## src/rtl/clock_pkg.sv

```systemverilog
// Shared types and limits for the BCD time base.
package clock_pkg;

  typedef logic [3:0] bcd_t;

  localparam logic [7:0] SEC_MAX = 8'h59;
  localparam logic [7:0] MIN_MAX = 8'h59;
  localparam logic [7:0] HR_MAX  = 8'h23;
  localparam logic [7:0] CS_MAX  = 8'h99;

  typedef enum logic {TK_RUN, TK_SET} tk_state_t;

  // 24h BCD hour -> 12h BCD hour (00 shows as 12)
  function automatic logic [7:0] to_12h(logic [7:0] h);
    case (h)
      8'h00:   return 8'h12;
      8'h13:   return 8'h01;
      8'h14:   return 8'h02;
      8'h15:   return 8'h03;
      8'h16:   return 8'h04;
      8'h17:   return 8'h05;
      8'h18:   return 8'h06;
      8'h19:   return 8'h07;
      8'h20:   return 8'h08;
      8'h21:   return 8'h09;
      8'h22:   return 8'h10;
      8'h23:   return 8'h11;
      default: return h;
    endcase
  endfunction

endpackage

```

## src/rtl/bcd_pair_counter.sv

```systemverilog
// Two-digit BCD counter wrapping at {MAX_TENS,MAX_ONES}; carry_out flags the wrap.
module bcd_pair_counter
  import clock_pkg::*;
#(
  parameter bcd_t MAX_TENS = 4'd9,
  parameter bcd_t MAX_ONES = 4'd9
) (
  input  logic clk,
  input  logic rst,
  input  logic inc,
  input  logic clr,
  output logic carry_out,
  output bcd_t tens,
  output bcd_t ones
);

  logic at_max;

  assign at_max    = (tens == MAX_TENS) && (ones == MAX_ONES);
  assign carry_out = inc && at_max;

  always_ff @(posedge clk) begin
    if (rst || clr) begin
      tens <= '0;
      ones <= '0;
    end else if (inc) begin
      if (at_max) begin
        tens <= '0;
        ones <= '0;
      end else if (ones == 4'd9) begin
        tens <= tens + 4'd1;
        ones <= '0;
      end else begin
        ones <= ones + 4'd1;
      end
    end
  end

endmodule

```

## src/rtl/bcd_timekeeper.sv

```systemverilog
// BCD hh:mm:ss.cc time base with prescaler, set mode, hold-to-repeat and 12/24h display.
// Optional alarm compare enabled by defining BCD_TIMEKEEPER_ALARM_EN.
module bcd_timekeeper
  import clock_pkg::*;
#(
  parameter int CLK_HZ       = 10000,
  parameter int TICK_HZ      = 100,
  parameter int REPEAT_TICKS = 20
) (
  input  logic       clk,
  input  logic       rst,
  input  logic       enable,
  input  logic       setting_enable,
  input  logic       set_hr_or_min,
  input  logic       inc_short,
  input  logic       inc_long,
  input  logic       mode_12h,
  input  logic [7:0] alarm_hr,
  input  logic [7:0] alarm_min,
  input  logic       alarm_arm,
  input  logic       alarm_ack,
  output logic [3:0] hr_tens,
  output logic [3:0] hr_ones,
  output logic [3:0] min_tens,
  output logic [3:0] min_ones,
  output logic [3:0] sec_tens,
  output logic [3:0] sec_ones,
  output logic [3:0] cs_tens,
  output logic [3:0] cs_ones,
  output logic       pm,
  output logic       tick_1hz,
  output logic       alarm_hit
);

  localparam int DIV = CLK_HZ / TICK_HZ;
  localparam int PW  = (DIV > 1) ? $clog2(DIV) : 1;
  localparam int RW  = (REPEAT_TICKS > 1) ? $clog2(REPEAT_TICKS) : 1;

  logic [PW-1:0] presc;
  logic          tick;
  tk_state_t     state;
  logic          inc_q;
  logic [RW-1:0] rep;
  logic          rep_step;
  logic          set_bump;
  logic          run;
  logic          cc_inc, ss_inc, mm_inc, hh_inc, mm_carry, hh_carry_unused;
  logic          ent_clr;
  logic          mode_q;
  bcd_t          hh_t, hh_o;

  assign tick = (presc == PW'(DIV - 1));

  always_ff @(posedge clk) begin
    if (rst) presc <= '0;
    else     presc <= tick ? '0 : presc + PW'(1);
  end

  always_ff @(posedge clk) begin
    if (rst) state <= TK_RUN;
    else     state <= setting_enable ? TK_SET : TK_RUN;
  end

  // Repeat counter steps on the REPEAT_TICKS-th tick of a hold, then every REPEAT_TICKS
  assign rep_step = inc_long && tick && (rep == RW'(REPEAT_TICKS - 1));

  always_ff @(posedge clk) begin
    if (rst) begin
      inc_q <= 1'b0;
      rep   <= '0;
    end else begin
      inc_q <= inc_short;
      if (!inc_long)  rep <= '0;
      else if (tick)  rep <= rep_step ? '0 : rep + RW'(1);
    end
  end

  // Edge and repeat step OR together, so a coincidence yields a single +1
  assign set_bump = setting_enable && ((inc_short && !inc_q) || rep_step);
  assign run      = !setting_enable;
  assign ent_clr  = setting_enable && (state == TK_RUN);
  assign cc_inc   = run && enable && tick;
  assign mm_inc   = run ? ss_inc_carry() : (set_bump && set_hr_or_min);
  assign hh_inc   = run ? mm_carry : (set_bump && !set_hr_or_min);

  logic ss_carry;
  function automatic logic ss_inc_carry();
    return ss_carry;
  endfunction

  bcd_pair_counter #(.MAX_TENS(CS_MAX[7:4]), .MAX_ONES(CS_MAX[3:0])) u_cc (
    .clk(clk), .rst(rst), .inc(cc_inc), .clr(ent_clr),
    .carry_out(ss_inc), .tens(cs_tens), .ones(cs_ones)
  );

  bcd_pair_counter #(.MAX_TENS(SEC_MAX[7:4]), .MAX_ONES(SEC_MAX[3:0])) u_ss (
    .clk(clk), .rst(rst), .inc(ss_inc), .clr(ent_clr),
    .carry_out(ss_carry), .tens(sec_tens), .ones(sec_ones)
  );

  bcd_pair_counter #(.MAX_TENS(MIN_MAX[7:4]), .MAX_ONES(MIN_MAX[3:0])) u_mm (
    .clk(clk), .rst(rst), .inc(mm_inc), .clr(1'b0),
    .carry_out(mm_carry), .tens(min_tens), .ones(min_ones)
  );

  bcd_pair_counter #(.MAX_TENS(HR_MAX[7:4]), .MAX_ONES(HR_MAX[3:0])) u_hh (
    .clk(clk), .rst(rst), .inc(hh_inc), .clr(1'b0),
    .carry_out(hh_carry_unused), .tens(hh_t), .ones(hh_o)
  );

  always_ff @(posedge clk) begin
    if (rst) begin
      tick_1hz <= 1'b0;
      mode_q   <= 1'b0;
    end else begin
      tick_1hz <= ss_inc;
      mode_q   <= mode_12h;
    end
  end

  // Display mode is registered; internal hours stay 24h
  assign {hr_tens, hr_ones} = mode_q ? to_12h({hh_t, hh_o}) : {hh_t, hh_o};
  assign pm                 = ({hh_t, hh_o} >= 8'h12);

`ifdef BCD_TIMEKEEPER_ALARM_EN
  logic alarm_match;

  assign alarm_match = alarm_arm && run &&
                       ({hh_t, hh_o} == alarm_hr) &&
                       ({min_tens, min_ones} == alarm_min) &&
                       ({sec_tens, sec_ones, cs_tens, cs_ones} == 16'h0000);

  always_ff @(posedge clk) begin
    if (rst)                          alarm_hit <= 1'b0;
    else if (alarm_ack || !alarm_arm) alarm_hit <= 1'b0;
    else if (alarm_match)             alarm_hit <= 1'b1;
  end
`else
  logic alarm_unused;

  assign alarm_unused = ^{alarm_hr, alarm_min, alarm_arm, alarm_ack};
  assign alarm_hit    = 1'b0;
`endif

endmodule

```

## config.mk

```make
export PLATFORM = sky130hd
export DESIGN_NAME = bcd_timekeeper
export DESIGN_NICKNAME = d
export VERILOG_FILES = /design/src/rtl/clock_pkg.sv /design/src/rtl/bcd_pair_counter.sv /design/src/rtl/bcd_timekeeper.sv
export SDC_FILE = /design/constraint.sdc
export NUM_CORES = 1
export LEC_CHECK = 0
export BUFFER_PORTS_ARGS = -buffer_cell sky130_fd_sc_hd__clkbuf_2
export CAP_MARGIN = 20
export CORE_UTILIZATION = 58
export CTS_BUF_LIST = sky130_fd_sc_hd__clkbuf_16
export CTS_CLUSTER_DIAMETER = 200
export DETAILED_ROUTE_END_ITERATION = 8
export GPL_ROUTABILITY_DRIVEN = 0
export HOLD_SLACK_MARGIN = 0.1
export MAX_ROUTING_LAYER = met4
export PLACE_DENSITY = 0.85
export SLEW_MARGIN = 20
export SYNTH_ARGS = -nofsm -noshare
export SYNTH_HDL_FRONTEND = slang
export SYNTH_HIERARCHICAL = 1
export SYNTH_SLANG_ARGS = --single-unit
```

## constraint.sdc

```tcl
create_clock -name clk -period 11.2 [get_ports clk]
set_input_delay 2.24 -clock clk [delete_from_list [all_inputs] [get_ports clk]]
set_output_delay 2.24 -clock clk [all_outputs]
set_load 0.03 [all_outputs]
```

==> results of run 1 <==
==> stage by stage <==
| step | cell area [µm²] | worst slack, ps |
|---|---|---|
| 6_report | 3010 | 4500 |
| 2_1_floorplan | 2650 | 6110 |
| 3_3_place_gp | 2840 | 4350 |
| 3_5_place_dp | 2840 | 4240 |
| 4_1_cts | 3010 | 4510 |
| 5_1_grt | 3010 | 4080 |
==> power groups by stage <==
| stage | Combinational [W] | Clock (W) | Sequential, W |
|---|---|---|---|
| after floorplan | 0.0000103 | 0 | 0.000177 |
| after global placement | 0.0000138 | 0 | 0.000178 |
| after detailed placement | 0.0000141 | 0 | 0.000178 |
| after CTS | 0.0000142 | 0.000170 | 0.000174 |
| after global routing | 0.0000158 | 0.000177 | 0.000174 |
| final | 0.0000142 | 0.000167 | 0.000174 |
==> layer usage <==
metal / track usage [%] / part of all wire (%) / vias to the layer above
met5: - / 0 / -
met4: 7.03 / 0.75 / 0
met3: 4.94 / 3.7 / 4
met2: 37.1 / 48 / 42
met1: 28.0 / 48 / 1031
li1: - / - / 1142
==> layout make-up <==
type                            instances  area [µm²]  area share [%]
Clock inverter                          3        42.5            1.41
Tap cell                               52        65.1            2.16
Clock buffer                            5         125            4.16
Sequential cell                        48         961            31.9
Timing Repair Buffer                   41         205            6.82
Multi-Input combinational cell        225        1540            51.0
Inverter                               20        75.1            2.49
==> worst paths after layout <==
check                                          from                        end  slack [ps]  cells past startpoint
worst max register to register  presc[4]$_SDFF_PP0_  u_hh/ones[1]$_SDFFE_PP0P_        5170                     16
worst min register to register  presc[0]$_SDFF_PP0_        presc[0]$_SDFF_PP0_         460                      1
worst min-delay path            presc[0]$_SDFF_PP0_        presc[0]$_SDFF_PP0_         460                      1
worst max-delay path                 setting_enable  u_hh/ones[1]$_SDFFE_PP0P_        4500                     15
==> report_table.html, run 1 <==
<table>
<tr><th>Metric</th><th>Value</th></tr>
<tr><th colspan="2">Run status</th></tr>
<tr><td>Run status</td><td>complete, no violations</td></tr>
<tr><th colspan="2">Die</th></tr>
<tr><td>Die Span X</td><td>69.4 µm</td></tr>
<tr><td>Area of the core</td><td>~0.0044 mm²</td></tr>
<tr><td>Die area</td><td>~0.0048 mm²</td></tr>
<tr><td>Standard-cell rows</td><td>24</td></tr>
<tr><td>Effective utilization at floorplan</td><td>60.5%</td></tr>
<tr><td>Number of top-level pins</td><td>61</td></tr>
<tr><td>Overall die height</td><td>roughly 70 µm</td></tr>
<tr><th colspan="2">Timing</th></tr>
<tr><td>Clock skew after layout</td><td>6.08 ps</td></tr>
<tr><td>Fmax achieved</td><td>149 MHz</td></tr>
<tr><td>Worst hold-check slack</td><td>around 460 ps</td></tr>
<tr><td>Final setup fails</td><td>0</td></tr>
<tr><td>Rel. slew slack</td><td>36.3%</td></tr>
<tr><td>Actual slew at the worst max-slew pin</td><td>~950 ps</td></tr>
<tr><td>Part of the cycle the worst path needs</td><td>~60%</td></tr>
<tr><td>Shortest period the worst path allows</td><td>6700 ps</td></tr>
<tr><td>Sum of negative setup slack</td><td>0 ps</td></tr>
<tr><td>RSZ-0062 raised after global routing</td><td>no</td></tr>
<tr><td>Final hold viol count</td><td>0</td></tr>
<tr><td>Max-slew violations</td><td>0</td></tr>
<tr><th colspan="2">Global routing</th></tr>
<tr><td>Initial antenna violation count</td><td>0</td></tr>
<tr><td>Pin count of the biggest net entering global routing</td><td>16</td></tr>
<tr><td>Global-route wire length before repair</td><td>roughly 8800 µm</td></tr>
<tr><td>Number of global-route vias before repair</td><td>approximately 2000</td></tr>
<tr><td>Overflow left after global routing</td><td>0</td></tr>
<tr><td>GRT Util Overall</td><td>a little under a quarter</td></tr>
<tr><th colspan="2">Place</th></tr>
<tr><td># placed instances</td><td>just under 400</td></tr>
<tr><td>Count of port buffers added during placement</td><td>41</td></tr>
<tr><td>Half-perimeter wire length after detailed placement</td><td>3510 µm</td></tr>
<tr><th colspan="2">Layout</th></tr>
<tr><td>Ratio of cells with drive above 1 in the final layout</td><td>17.0%</td></tr>
<tr><td>Largest regs</td><td>presc (7), rep (5)</td></tr>
<tr><td>Flip-flop count of the largest register, all copies and words added</td><td>7</td></tr>
<tr><td>Number of inserted diodes</td><td>0</td></tr>
<tr><td># fillers</td><td>approximately 340</td></tr>
<tr><td>Number of standard cells in the layout, taps in and fillers out</td><td>between 300 and 400</td></tr>
<tr><td>Leading cell types in the layout, fill and taps excluded</td><td>48 x sky130_fd_sc_hd__dfxtp_1, 41 x sky130_fd_sc_hd__clkbuf_2, 30 x sky130_fd_sc_hd__nor2_1, 20 x sky130_fd_sc_hd__inv_1, 20 x sky130_fd_sc_hd__nand2_1</td></tr>
<tr><td>Final Core Density</td><td>69.1%</td></tr>
<tr><td>Top reg by flops</td><td>presc</td></tr>
<tr><td>Post-synthesis to final-layout area growth</td><td>14.2%</td></tr>
<tr><td>Leading cell type in the layout, fill and taps excluded</td><td>sky130_fd_sc_hd__dfxtp_1</td></tr>
<tr><td>Final net count</td><td>slightly below 400</td></tr>
<tr><th colspan="2">Critical path</th></tr>
<tr><td>Buffering stage count on the worst path with inverters included</td><td>4</td></tr>
<tr><td>Worst path top cell family by delay</td><td>simple AND/OR/NAND/NOR gates</td></tr>
<tr><td>Worst path cell trace</td><td>clkbuf_2 &gt; nor3b_1 &gt; nand4b_4 &gt; nor3_1 &gt; nand4b_4 &gt; nor2_1 &gt; inv_1 &gt; o22ai_1 &gt; nand4b_4 &gt; nor2_1 &gt; inv_1 &gt; o22ai_1 &gt; inv_1 &gt; or3_1 &gt; a21oi_1</td></tr>
<tr><td>Kind of launch point of the worst setup path</td><td>primary input</td></tr>
<tr><td>Maximum net fanout on the critical path</td><td>10</td></tr>
<tr><td>Crit-path max cell delay</td><td>810 ps</td></tr>
<tr><td>Critical path start-end classification</td><td>primary input to flop</td></tr>
<tr><td>Arr. time, crit path</td><td>slightly below 7000 ps</td></tr>
<tr><td>Required arrival time at the worst endpoint</td><td>between 10000 and 15000 ps</td></tr>
<tr><td>Critical Path Sink Type</td><td>flop</td></tr>
<tr><td>Max stage delay cell, worst path</td><td>sky130_fd_sc_hd__nor3_1</td></tr>
<tr><th colspan="2">Clocking</th></tr>
<tr><td>Number of clock sinks</td><td>48</td></tr>
<tr><td>CTS tree</td><td>done</td></tr>
<tr><td>Number of hold-repair buffers added at the cts stage</td><td>0</td></tr>
<tr><td>Clock slew at the register clock pins of the worst setup and hold paths</td><td>about 60 ps</td></tr>
<tr><td>Source-to-sink clock delay at the later pin of the worst-skew pair</td><td>~290 ps</td></tr>
<tr><td>Deepest clock path buffer count</td><td>2</td></tr>
<tr><td>CTS Root Cell</td><td>sky130_fd_sc_hd__clkbuf_16</td></tr>
<tr><td>Cells resized by post-CTS repair</td><td>0</td></tr>
<tr><td>Number of clock buffers inserted by TritonCTS</td><td>5</td></tr>
<tr><td>Buffers inserted by post-CTS timing repair</td><td>0</td></tr>
<tr><td>H-tree levels</td><td>2</td></tr>
<tr><th colspan="2">Pwr</th></tr>
<tr><td>Cell Int Power</td><td>0.000282 W</td></tr>
<tr><td>Maximum VDD drop</td><td>slightly above 0.07 mV</td></tr>
<tr><td>Net switching power figure</td><td>~0.000073 W</td></tr>
<tr><td>Sequential Power Share</td><td>48.9%</td></tr>
<tr><td>Overall Power</td><td>about 0.00036 W</td></tr>
<tr><td>Power per cell area</td><td>roughly 120 mW/mm²</td></tr>
<tr><td>Combinational group share of total power</td><td>under 10%</td></tr>
<tr><td>Static leakage power</td><td>roughly 1.3 nW</td></tr>
<tr><td>Fraction of power spent switching nets</td><td>between 20% and 30%</td></tr>
<tr><td>Clock network fraction of design power</td><td>47.1%</td></tr>
<tr><th colspan="2">Drt</th></tr>
<tr><td>Drt first pass iters</td><td>4</td></tr>
<tr><td>Overall via count from detail_route</td><td>around 2200</td></tr>
<tr><td>Number of DRC markers after the initial detailed-route iteration</td><td>~110</td></tr>
<tr><td>DRC violation count after routing</td><td>0</td></tr>
<tr><td>Post-Route WL</td><td>between 5000 and 6000 µm</td></tr>
<tr><td>Via count normalized by instance count</td><td>between 5 and 6</td></tr>
<tr><td>Remaining antenna violation count</td><td>0</td></tr>
<tr><td>Average routed wire per standard cell</td><td>12.9 µm</td></tr>
<tr><th colspan="2">Run</th></tr>
<tr><td>Number of maximum-capacitance constraint violations</td><td>0</td></tr>
<tr><th colspan="2">Synth</th></tr>
<tr><td>Synthesized instance count</td><td>slightly above 300</td></tr>
<tr><td>Synthesized area</td><td>about 0.0026 mm²</td></tr>
<tr><td>Post-Synthesis Mean Instance Area</td><td>approximately 8.6 µm²</td></tr>
<tr><td>Yosys warning count</td><td>6</td></tr>
<tr><th colspan="2">Hold path</th></tr>
<tr><td>Path type of the worst min-delay path</td><td>flop to flop</td></tr>
</table>
Note: power is estimated with default switching activity, not from simulation.
==> run 2, diff against run 1 <==
- ABC_AREA: not set -> 1
- CORE_UTILIZATION: 58 -> 49
- PLACE_DENSITY: 0.85 -> 0.76
- clock period: 11.2 -> 5.8 ns (I/O delays scaled with it)
==> run 2 against run 1 <==
Net effect:
- hold slack worse by 9.1 ps
- clock power is 60% higher
- non-clock buffer count stayed put
- first-iteration DRC count is 0.93% lower
- sequential share of layout area is 1.7 points lower
- critical path depth is 2 higher
- clock skew is 1.8 ps lower
- die area is 24% higher
- synthesized area is 5.7% higher
- global-route usage is 2.4 points lower
- count of clock-buffer cells in the layout stayed put
- register-to-register slack worse by 3700 ps
- critical endpoint is now u_hh/ones[0]$_SDFFE_PP0P_
==> report_table.html, run 2 <==
<table>
<tr><th>Metric</th><th>Value</th></tr>
<tr><th colspan="2">Clocking</th></tr>
<tr><td>Buffers inserted by post-CTS timing repair</td><td>0 (unchanged)</td></tr>
<tr><td>Number of hold-repair buffers added at the cts stage</td><td>0 (unchanged)</td></tr>
<tr><td>CTS Root Cell</td><td>sky130_fd_sc_hd__clkbuf_16 (unchanged)</td></tr>
<tr><td>CTS tree</td><td>done (unchanged)</td></tr>
<tr><td>H-tree levels</td><td>2 (unchanged)</td></tr>
<tr><td>Clock slew at the register clock pins of the worst setup and hold paths</td><td>60 ps (about the same)</td></tr>
<tr><td>Number of clock buffers inserted by TritonCTS</td><td>5 (unchanged)</td></tr>
<tr><td>Source-to-sink clock delay at the later pin of the worst-skew pair</td><td>290 ps (about the same)</td></tr>
<tr><td>Deepest clock path buffer count</td><td>2 (unchanged)</td></tr>
<tr><td>Cells resized by post-CTS repair</td><td>0 (unchanged)</td></tr>
<tr><td>Number of clock sinks</td><td>48 (unchanged)</td></tr>
<tr><th colspan="2">Layout</th></tr>
<tr><td>Leading cell types in the layout, fill and taps excluded</td><td>100 x sky130_fd_sc_hd__nand2_1, 70 x sky130_fd_sc_hd__nor2_1, 54 x sky130_fd_sc_hd__inv_1, 48 x sky130_fd_sc_hd__dfxtp_1, 41 x sky130_fd_sc_hd__clkbuf_2 (was 48 x sky130_fd_sc_hd__dfxtp_1, 41 x sky130_fd_sc_hd__clkbuf_2, 30 x sky130_fd_sc_hd__nor2_1, 20 x sky130_fd_sc_hd__inv_1, 20 x sky130_fd_sc_hd__nand2_1)</td></tr>
<tr><td>Final net count</td><td>494 (was 385)</td></tr>
<tr><td>Footprint of the flip-flops and latches</td><td>961 µm² (unchanged)</td></tr>
<tr><td>Top reg by flops</td><td>presc (unchanged)</td></tr>
<tr><td>Multi-input combinational cell area</td><td>0.00158 mm² (was 0.00154 mm²)</td></tr>
<tr><td>Number of inserted diodes</td><td>0 (unchanged)</td></tr>
<tr><td>Leading cell type in the layout, fill and taps excluded</td><td>sky130_fd_sc_hd__nand2_1 (was sky130_fd_sc_hd__dfxtp_1)</td></tr>
<tr><td>Largest regs</td><td>presc (7), rep (5) (unchanged)</td></tr>
<tr><td>Flip-flop count of the largest register, all copies and words added</td><td>7 (unchanged)</td></tr>
<tr><td>Ratio of cells with drive above 1 in the final layout</td><td>16.9% (was 17.0%)</td></tr>
<tr><td>Post-synthesis to final-layout area growth</td><td>14.3% (was 14.2%)</td></tr>
<tr><td>Number of standard cells in the layout, taps in and fillers out</td><td>522 (was 394)</td></tr>
<tr><td># fillers</td><td>550 (was 339)</td></tr>
<tr><th colspan="2">Synth</th></tr>
<tr><td>Synthesized instance count</td><td>406 (was 305)</td></tr>
<tr><td>Post-Synthesis Mean Instance Area</td><td>6.86 µm² (was 8.64 µm²)</td></tr>
<tr><td>Yosys warning count</td><td>6 (unchanged)</td></tr>
<tr><td>Synthesized area</td><td>0.00278 mm² (was 0.00264 mm²)</td></tr>
<tr><th colspan="2">Global routing</th></tr>
<tr><td>GRT Util Overall</td><td>20.3% (was 22.7%)</td></tr>
<tr><td>Global-route wire length before repair</td><td>9640 µm (was 8780 µm)</td></tr>
<tr><td>Initial antenna violation count</td><td>0 (unchanged)</td></tr>
<tr><td>Pin count of the biggest net entering global routing</td><td>14 (was 16)</td></tr>
<tr><td>Overflow left after global routing</td><td>0 (unchanged)</td></tr>
<tr><td>Number of global-route vias before repair</td><td>2330 (was 2021)</td></tr>
<tr><th colspan="2">Critical path</th></tr>
<tr><td>Critical path start-end classification</td><td>primary input to flop (unchanged)</td></tr>
<tr><td>Critical path depth</td><td>17 (was 15)</td></tr>
<tr><td>Maximum net fanout on the critical path</td><td>10 (unchanged)</td></tr>
<tr><td>Required arrival time at the worst endpoint</td><td>6030 ps (was 11420 ps)</td></tr>
<tr><td>Buffering stage count on the worst path with inverters included</td><td>3 (was 4)</td></tr>
<tr><td>Kind of launch point of the worst setup path</td><td>primary input (unchanged)</td></tr>
<tr><td>Critical Path Sink Type</td><td>flop (unchanged)</td></tr>
<tr><td>Most common cell on crit path</td><td>sky130_fd_sc_hd__nand2_1</td></tr>
<tr><td>FF-to-FF path depth</td><td>18 (was 16)</td></tr>
<tr><td>Arr. time, crit path</td><td>4600 ps (was 6910 ps)</td></tr>
<tr><td>Crit-path max cell delay</td><td>480 ps (was 810 ps)</td></tr>
<tr><td>Worst path cell trace</td><td>clkbuf_2 &gt; inv_1 &gt; nand2_1 &gt; nor2_1 &gt; nand4_1 &gt; nor2_1 &gt; nand4_1 &gt; nor2_1 &gt; nand2_1 &gt; nand2_1 &gt; nand4_1 &gt; nor2_1 &gt; nand2_1 &gt; nand2_1 &gt; inv_1 &gt; or2_1 &gt; a21oi_2 (was clkbuf_2 &gt; nor3b_1 &gt; nand4b_4 &gt; nor3_1 &gt; nand4b_4 &gt; nor2_1 &gt; inv_1 &gt; o22ai_1 &gt; nand4b_4 &gt; nor2_1 &gt; inv_1 &gt; o22ai_1 &gt; inv_1 &gt; or3_1 &gt; a21oi_1)</td></tr>
<tr><td>Max stage delay cell, worst path</td><td>sky130_fd_sc_hd__nor2_1 (was sky130_fd_sc_hd__nor3_1)</td></tr>
<tr><td>Worst path top cell family by delay</td><td>simple AND/OR/NAND/NOR gates (unchanged)</td></tr>
<tr><th colspan="2">Timing</th></tr>
<tr><td>RSZ-0062 raised after global routing</td><td>no (unchanged)</td></tr>
<tr><td>Clock skew after layout</td><td>4.25 ps (was 6.08 ps)</td></tr>
<tr><td>Rel. slew slack</td><td>66.4% (was 36.3%)</td></tr>
<tr><td>Max-slew violations</td><td>0 (unchanged)</td></tr>
<tr><td>Sum of negative setup slack</td><td>0 ps (unchanged)</td></tr>
<tr><td>Actual slew at the worst max-slew pin</td><td>502 ps (was 954 ps)</td></tr>
<tr><td>Part of the cycle the worst path needs</td><td>75.4%</td></tr>
<tr><td>Worst hold-check slack</td><td>455 ps (was 464 ps)</td></tr>
<tr><td>Shortest period the worst path allows</td><td>4370 ps</td></tr>
<tr><td>Final setup fails</td><td>0 (unchanged)</td></tr>
<tr><td>Final hold viol count</td><td>0 (unchanged)</td></tr>
<tr><td>Fmax achieved</td><td>229 MHz</td></tr>
<tr><th colspan="2">Hold path</th></tr>
<tr><td>Path type of the worst min-delay path</td><td>flop to flop (unchanged)</td></tr>
<tr><td>Min-Delay Path Depth</td><td>1 (unchanged)</td></tr>
<tr><th colspan="2">Die</th></tr>
<tr><td>Area of the core</td><td>0.00551 mm² (was 0.00435 mm²)</td></tr>
<tr><td>Overall die height</td><td>77.4 µm (was 69.4 µm)</td></tr>
<tr><td>Effective utilization at floorplan</td><td>50.6% (was 60.5%)</td></tr>
<tr><td>Number of top-level pins</td><td>61 (unchanged)</td></tr>
<tr><td>Die area</td><td>0.00599 mm² (was 0.00482 mm²)</td></tr>
<tr><td>Standard-cell rows</td><td>27 (was 24)</td></tr>
<tr><td>Die Span X</td><td>77.4 µm (was 69.4 µm)</td></tr>
<tr><th colspan="2">Pwr</th></tr>
<tr><td>Static leakage power</td><td>1.43 nW (was 1.27 nW)</td></tr>
<tr><td>Maximum VDD drop</td><td>0.126 mV (was 0.0725 mV)</td></tr>
<tr><td>Clock network fraction of design power</td><td>42.1% (was 47.1%)</td></tr>
<tr><td>Sequential Power Share</td><td>52.8% (was 48.9%)</td></tr>
<tr><td>Net switching power figure</td><td>0.000138 W (was 0.0000735 W)</td></tr>
<tr><td>Power per cell area</td><td>200 mW/mm² (was 118 mW/mm²)</td></tr>
<tr><td>Fraction of power spent switching nets</td><td>21.7% (was 20.7%)</td></tr>
<tr><td>Combinational group share of total power</td><td>5.1% (was 4.0%)</td></tr>
<tr><td>Cell Int Power</td><td>0.000498 W (was 0.000282 W)</td></tr>
<tr><td>Overall Power</td><td>0.000636 W (was 0.000355 W)</td></tr>
<tr><th colspan="2">Drt</th></tr>
<tr><td>Drt first pass iters</td><td>4 (unchanged)</td></tr>
<tr><td>Number of DRC markers after the initial detailed-route iteration</td><td>107 (was 108)</td></tr>
<tr><td>Overall via count from detail_route</td><td>2554 (was 2219)</td></tr>
<tr><td>DRC violation count after routing</td><td>0 (unchanged)</td></tr>
<tr><td>Remaining antenna violation count</td><td>0 (unchanged)</td></tr>
<tr><td>Via count normalized by instance count</td><td>4.89 (was 5.63)</td></tr>
<tr><td>Post-Route WL</td><td>5380 µm (was 5080 µm)</td></tr>
<tr><td>Average routed wire per standard cell</td><td>10.3 µm (was 12.9 µm)</td></tr>
<tr><th colspan="2">Place</th></tr>
<tr><td>Half-perimeter wire length after detailed placement</td><td>4100 µm (was 3510 µm)</td></tr>
<tr><td>Count of port buffers added during placement</td><td>41 (unchanged)</td></tr>
<tr><td># placed instances</td><td>515 (was 386)</td></tr>
<tr><th colspan="2">Run status</th></tr>
<tr><td>Run status</td><td>complete, no violations (unchanged)</td></tr>
<tr><th colspan="2">Run</th></tr>
<tr><td>Number of maximum-capacitance constraint violations</td><td>0 (unchanged)</td></tr>
</table>
-- run 2: path summary, 6_finish.rpt --
kind | from | end | slack, ps
worst min register to register | presc[0]$_SDFF_PP0_ | presc[0]$_SDFF_PP0_ | 450
worst min-delay path | presc[0]$_SDFF_PP0_ | presc[0]$_SDFF_PP0_ | 450
worst max register to register | presc[0]$_SDFF_PP0_ | u_hh/ones[0]$_SDFFE_PP0P_ | 1510
worst max-delay path | setting_enable | u_hh/ones[0]$_SDFFE_PP0P_ | 1430
-- run 2: per-stage QoR --
step                worst slack [ps]  cell area (µm²)  utilization (%)
finish                          1430             3180             57.8
global placement                1330             3050             55.4
detailed placement              1230             3050             55.4
CTS                             1480             3180             57.8
global route                    1030             3180             57.8
floorplan                       2050             2790                -
-- run 2: routing by layer --
metal | up-vias | track usage (%) | part of all wire, %
li1 | 1366 | - | -
met1 | 1142 | 22.2 | 45
met2 | 39 | 36.4 | 51
met3 | 7 | 4.35 | 3.4
met4 | 0 | 6.60 | 1.1
met5 | - | - | 0
-- run 2: layout make-up --
| class | instances | share of cell area (%) |
|---|---|---|
| Multi-Input combinational cell | 297 | 49.6 |
| Sequential cell | 48 | 30.2 |
| Inverter | 57 | 6.72 |
| Timing Repair Buffer | 41 | 6.45 |
| Clock buffer | 5 | 3.93 |
| Tap cell | 72 | 2.83 |
| Clock inverter | 2 | 0.275 |
-- run 2: power groups by stage --
stage,Clock [W],Combinational (W),Sequential (W)
6_report,0.000268,0.0000324,0.000336
5_1_grt,0.000292,0.0000367,0.000336
4_1_cts,0.000279,0.0000329,0.000336
3_5_place_dp,0,0.0000325,0.000343
3_3_place_gp,0,0.0000317,0.000343
2_1_floorplan,0,0.0000243,0.000343
-- run 2: worst register-to-register path: cells and delay by family, from the launching register on --
family / cells / cell delay, ps
buffers and inverters: 3 / 300
AOI/OAI and AO/OA: 1 / 120
DFF: 1 / 360
and+or+nand+nor: 13 / 3230
adders and majority gates: 1 / 210
==> run 3, diff against run 2 <==
- ABC_AREA: 1 -> 0
- CORE_UTILIZATION: 49 -> 54
- PLACE_DENSITY: 0.76 -> 0.8
- clock period: 5.8 -> 4.4 ns (I/O delays scaled with it)
==> run 3 against run 2 <==
Net effect:
- clock skew down 0.81 ps
- final cell count is 21% lower
- sequential cell count unchanged
- sequential share of layout area up 1.2 points
- clock power is 34% higher
- critical endpoint is now u_hh/ones[1]$_SDFFE_PP0P_
- largest power group unchanged
- highest routed layer unchanged
==> report_table.html, run 3 (same netlist as run 1, synthesis figures left out) <==
<table>
<tr><th>Metric</th><th>Value</th></tr>
<tr><th colspan="2">Critical path</th></tr>
<tr><td>Arr. time, crit path</td><td>4380 ps (was 4600 ps)</td></tr>
<tr><td>Worst path top cell family by delay</td><td>simple AND/OR/NAND/NOR gates (unchanged)</td></tr>
<tr><td>Kind of launch point of the worst setup path</td><td>flop (was primary input)</td></tr>
<tr><td>Max stage delay cell, worst path</td><td>sky130_fd_sc_hd__or4b_1 (was sky130_fd_sc_hd__nor2_1)</td></tr>
<tr><td>Required arrival time at the worst endpoint</td><td>4620 ps (was 6030 ps)</td></tr>
<tr><td>Critical path start-end classification</td><td>flop to flop (was primary input to flop)</td></tr>
<tr><td>Crit-path max cell delay</td><td>560 ps (was 480 ps)</td></tr>
<tr><td>Buffering stage count on the worst path with inverters included</td><td>4 (was 3)</td></tr>
<tr><td>Worst path cell trace</td><td>or4b_1 &gt; or2_0 &gt; nor3b_1 &gt; buf_4 &gt; nand4b_4 &gt; nor3_4 &gt; nand4b_4 &gt; nor2_1 &gt; inv_1 &gt; o22ai_2 &gt; nand4b_4 &gt; nor2_1 &gt; inv_1 &gt; o22ai_2 &gt; inv_1 &gt; or3_1 &gt; a21oi_1 (was clkbuf_2 &gt; inv_1 &gt; nand2_1 &gt; nor2_1 &gt; nand4_1 &gt; nor2_1 &gt; nand4_1 &gt; nor2_1 &gt; nand2_1 &gt; nand2_1 &gt; nand4_1 &gt; nor2_1 &gt; nand2_1 &gt; nand2_1 &gt; inv_1 &gt; or2_1 &gt; a21oi_2)</td></tr>
<tr><td>Maximum net fanout on the critical path</td><td>10 (unchanged)</td></tr>
<tr><td>Critical Path Sink Type</td><td>flop (unchanged)</td></tr>
<tr><th colspan="2">Die</th></tr>
<tr><td>Effective utilization at floorplan</td><td>55.8% (was 50.6%)</td></tr>
<tr><td>Overall die height</td><td>71.9 µm (was 77.4 µm)</td></tr>
<tr><td>Standard-cell rows</td><td>25 (was 27)</td></tr>
<tr><td>Die area</td><td>0.00516 mm² (was 0.00599 mm²)</td></tr>
<tr><td>Area of the core</td><td>0.00472 mm² (was 0.00551 mm²)</td></tr>
<tr><td>Die Span X</td><td>71.9 µm (was 77.4 µm)</td></tr>
<tr><td>Number of top-level pins</td><td>61 (unchanged)</td></tr>
<tr><th colspan="2">Timing</th></tr>
<tr><td>Part of the cycle the worst path needs</td><td>~95%</td></tr>
<tr><td>Max-slew violations</td><td>0 (unchanged)</td></tr>
<tr><td>Final setup fails</td><td>0 (unchanged)</td></tr>
<tr><td>Fmax achieved</td><td>240 MHz</td></tr>
<tr><td>Actual slew at the worst max-slew pin</td><td>521 ps (was 502 ps)</td></tr>
<tr><td>Sum of negative setup slack</td><td>0 ps (unchanged)</td></tr>
<tr><td>Final hold viol count</td><td>0 (unchanged)</td></tr>
<tr><td>Clock skew after layout</td><td>3.44 ps (was 4.25 ps)</td></tr>
<tr><td>Shortest period the worst path allows</td><td>~4200 ps</td></tr>
<tr><td>Rel. slew slack</td><td>64.8% (was 66.4%)</td></tr>
<tr><td>RSZ-0062 raised after global routing</td><td>no (unchanged)</td></tr>
<tr><th colspan="2">Layout</th></tr>
<tr><td>Leading cell type in the layout, fill and taps excluded</td><td>sky130_fd_sc_hd__dfxtp_1 (was sky130_fd_sc_hd__nand2_1)</td></tr>
<tr><td>Flip-flop count of the largest register, all copies and words added</td><td>7 (unchanged)</td></tr>
<tr><td># fillers</td><td>382 (was 550)</td></tr>
<tr><td>Footprint of the flip-flops and latches</td><td>961 µm² (unchanged)</td></tr>
<tr><td>Ratio of cells with drive above 1 in the final layout</td><td>18.7% (was 16.9%)</td></tr>
<tr><td>Final net count</td><td>390 (was 494)</td></tr>
<tr><td>Number of standard cells in the layout, taps in and fillers out</td><td>414 (was 522)</td></tr>
<tr><td>Leading cell types in the layout, fill and taps excluded</td><td>48 x sky130_fd_sc_hd__dfxtp_1, 41 x sky130_fd_sc_hd__clkbuf_2, 30 x sky130_fd_sc_hd__nor2_1, 20 x sky130_fd_sc_hd__inv_1, 20 x sky130_fd_sc_hd__nand2_1 (was 100 x sky130_fd_sc_hd__nand2_1, 70 x sky130_fd_sc_hd__nor2_1, 54 x sky130_fd_sc_hd__inv_1, 48 x sky130_fd_sc_hd__dfxtp_1, 41 x sky130_fd_sc_hd__clkbuf_2)</td></tr>
<tr><td>Multi-input combinational cell area</td><td>0.00156 mm² (was 0.00158 mm²)</td></tr>
<tr><td>Largest regs</td><td>presc (7), rep (5) (unchanged)</td></tr>
<tr><td>Number of inserted diodes</td><td>0 (unchanged)</td></tr>
<tr><td>Top reg by flops</td><td>presc (unchanged)</td></tr>
<tr><td>Final Core Density</td><td>64.8% (was 57.8%)</td></tr>
<tr><td>Post-synthesis to final-layout area growth</td><td>16.2% (was 14.3%)</td></tr>
<tr><th colspan="2">Place</th></tr>
<tr><td># placed instances</td><td>406 (was 515)</td></tr>
<tr><td>Half-perimeter wire length after detailed placement</td><td>3540 µm (was 4100 µm)</td></tr>
<tr><td>Count of port buffers added during placement</td><td>41 (unchanged)</td></tr>
<tr><th colspan="2">Clocking</th></tr>
<tr><td>Deepest clock path buffer count</td><td>2 (unchanged)</td></tr>
<tr><td>Number of clock buffers inserted by TritonCTS</td><td>5 (unchanged)</td></tr>
<tr><td>Number of hold-repair buffers added at the cts stage</td><td>0 (unchanged)</td></tr>
<tr><td>Source-to-sink clock delay at the later pin of the worst-skew pair</td><td>280 ps (was 290 ps)</td></tr>
<tr><td>CTS Root Cell</td><td>sky130_fd_sc_hd__clkbuf_16 (unchanged)</td></tr>
<tr><td>Number of clock sinks</td><td>48 (unchanged)</td></tr>
<tr><td>H-tree levels</td><td>2 (unchanged)</td></tr>
<tr><td>CTS tree</td><td>done (unchanged)</td></tr>
<tr><td>Clock slew at the register clock pins of the worst setup and hold paths</td><td>60 ps (about the same)</td></tr>
<tr><th colspan="2">Pwr</th></tr>
<tr><td>Static leakage power</td><td>1.31 nW (was 1.43 nW)</td></tr>
<tr><td>Power per cell area</td><td>274 mW/mm² (was 200 mW/mm²)</td></tr>
<tr><td>Maximum VDD drop</td><td>0.164 mV (was 0.126 mV)</td></tr>
<tr><td>Overall Power</td><td>0.000840 W (was 0.000636 W)</td></tr>
<tr><th colspan="2">Drt</th></tr>
<tr><td>DR WL met3</td><td>216 µm (was 181 µm)</td></tr>
<tr><td>Average routed wire per standard cell</td><td>12.3 µm (was 10.3 µm)</td></tr>
<tr><td>Via count normalized by instance count</td><td>5.35 (was 4.89)</td></tr>
<tr><td>Remaining antenna violation count</td><td>0 (unchanged)</td></tr>
<tr><td>Post-route met1 wirelength</td><td>2500 µm (was 2400 µm)</td></tr>
<tr><td>Met2 Routed Length</td><td>2330 µm (was 2740 µm)</td></tr>
<tr><td>Uppermost routed layer</td><td>met4 (unchanged)</td></tr>
<tr><td>Number of DRC markers after the initial detailed-route iteration</td><td>79 (was 107)</td></tr>
<tr><td>Drt first pass iters</td><td>4 (unchanged)</td></tr>
<tr><td>Post-Route WL</td><td>5090 µm (was 5380 µm)</td></tr>
<tr><td>DRC violation count after routing</td><td>0 (unchanged)</td></tr>
<tr><td>Overall via count from detail_route</td><td>2214 (was 2554)</td></tr>
<tr><th colspan="2">Global routing</th></tr>
<tr><td>Number of global-route vias before repair</td><td>1900 (was 2330)</td></tr>
<tr><td>Overflow left after global routing</td><td>0 (unchanged)</td></tr>
<tr><td>Pin count of the biggest net entering global routing</td><td>15 (was 14)</td></tr>
<tr><td>GRT Util Overall</td><td>20.3% (about the same)</td></tr>
<tr><td>Initial antenna violation count</td><td>0 (unchanged)</td></tr>
<tr><td>Global-route wire length before repair</td><td>8160 µm (was 9640 µm)</td></tr>
<tr><th colspan="2">Run</th></tr>
<tr><td>Number of maximum-capacitance constraint violations</td><td>0 (unchanged)</td></tr>
<tr><th colspan="2">Run status</th></tr>
<tr><td>Run status</td><td>complete, no violations (unchanged)</td></tr>
<tr><th colspan="2">Hold path</th></tr>
<tr><td>Path type of the worst min-delay path</td><td>flop to flop (unchanged)</td></tr>
</table>
## run 3: worst register-to-register path: cells and delay by family, from the launching register on
| kind | cells | cell delay (ps) |
|---|---|---|
| AO/OA/AOI/OAI | 3 | 610 |
| flip-flops | 1 | 340 |
| AND/OR/NAND/NOR | 10 | 2680 |
| buffers and inverters | 4 | 450 |
## run 3: what timing repair did
item | CTS | global route
buffers inserted | 0 | 0
setup endpoints to repair | 7 | 7
resized for setup | 2 | 2
## run 3: final timing paths
| path | from | endpoint | slack, ps | cells after the start |
|---|---|---|---|---|
| setup / recovery | presc[4]$_SDFF_PP0_ | u_hh/ones[1]$_SDFFE_PP0P_ | 240 | 17 |
| hold / removal | presc[0]$_SDFF_PP0_ | presc[0]$_SDFF_PP0_ | 450 | 1 |
| setup reg to reg | presc[4]$_SDFF_PP0_ | u_hh/ones[1]$_SDFFE_PP0P_ | 240 | 17 |
| hold reg to reg | presc[0]$_SDFF_PP0_ | presc[0]$_SDFF_PP0_ | 450 | 1 |
## run 3: per-layer routing
layer	vias to the layer above	GRT usage, %
li1	1148	-
met1	1001	25.1
met2	59	33.5
met3	6	4.64
met4	0	5.01
met5	-	-
## run 3: area by class of cell
cell class              instances  area share, %
clock buffers                   5           4.09
clock inverters                 3          0.450
inverters                      20           2.45
multi-input cells             225           51.0
flip-flops and latches         48           31.4
well taps                      67           2.74
repair buffers                 46           7.93
## run 3: through the flow
stage               worst slack, ps  area, µm²  hold slack [ps]
floorplan                       216       2650              413
global placement               13.9       2900              423
detailed placement            -53.1       2900              438
CTS                             125       3050              447
global route                   28.2       3060              466
finish                          241       3060              447
## run 3: power by group
group	internal, W	switching, W	leakage, nW
Combinational	0.0000134	0.0000250	0.852
Clock	0.000206	0.000152	0.0710
Sequential	0.000439	0.00000402	0.388
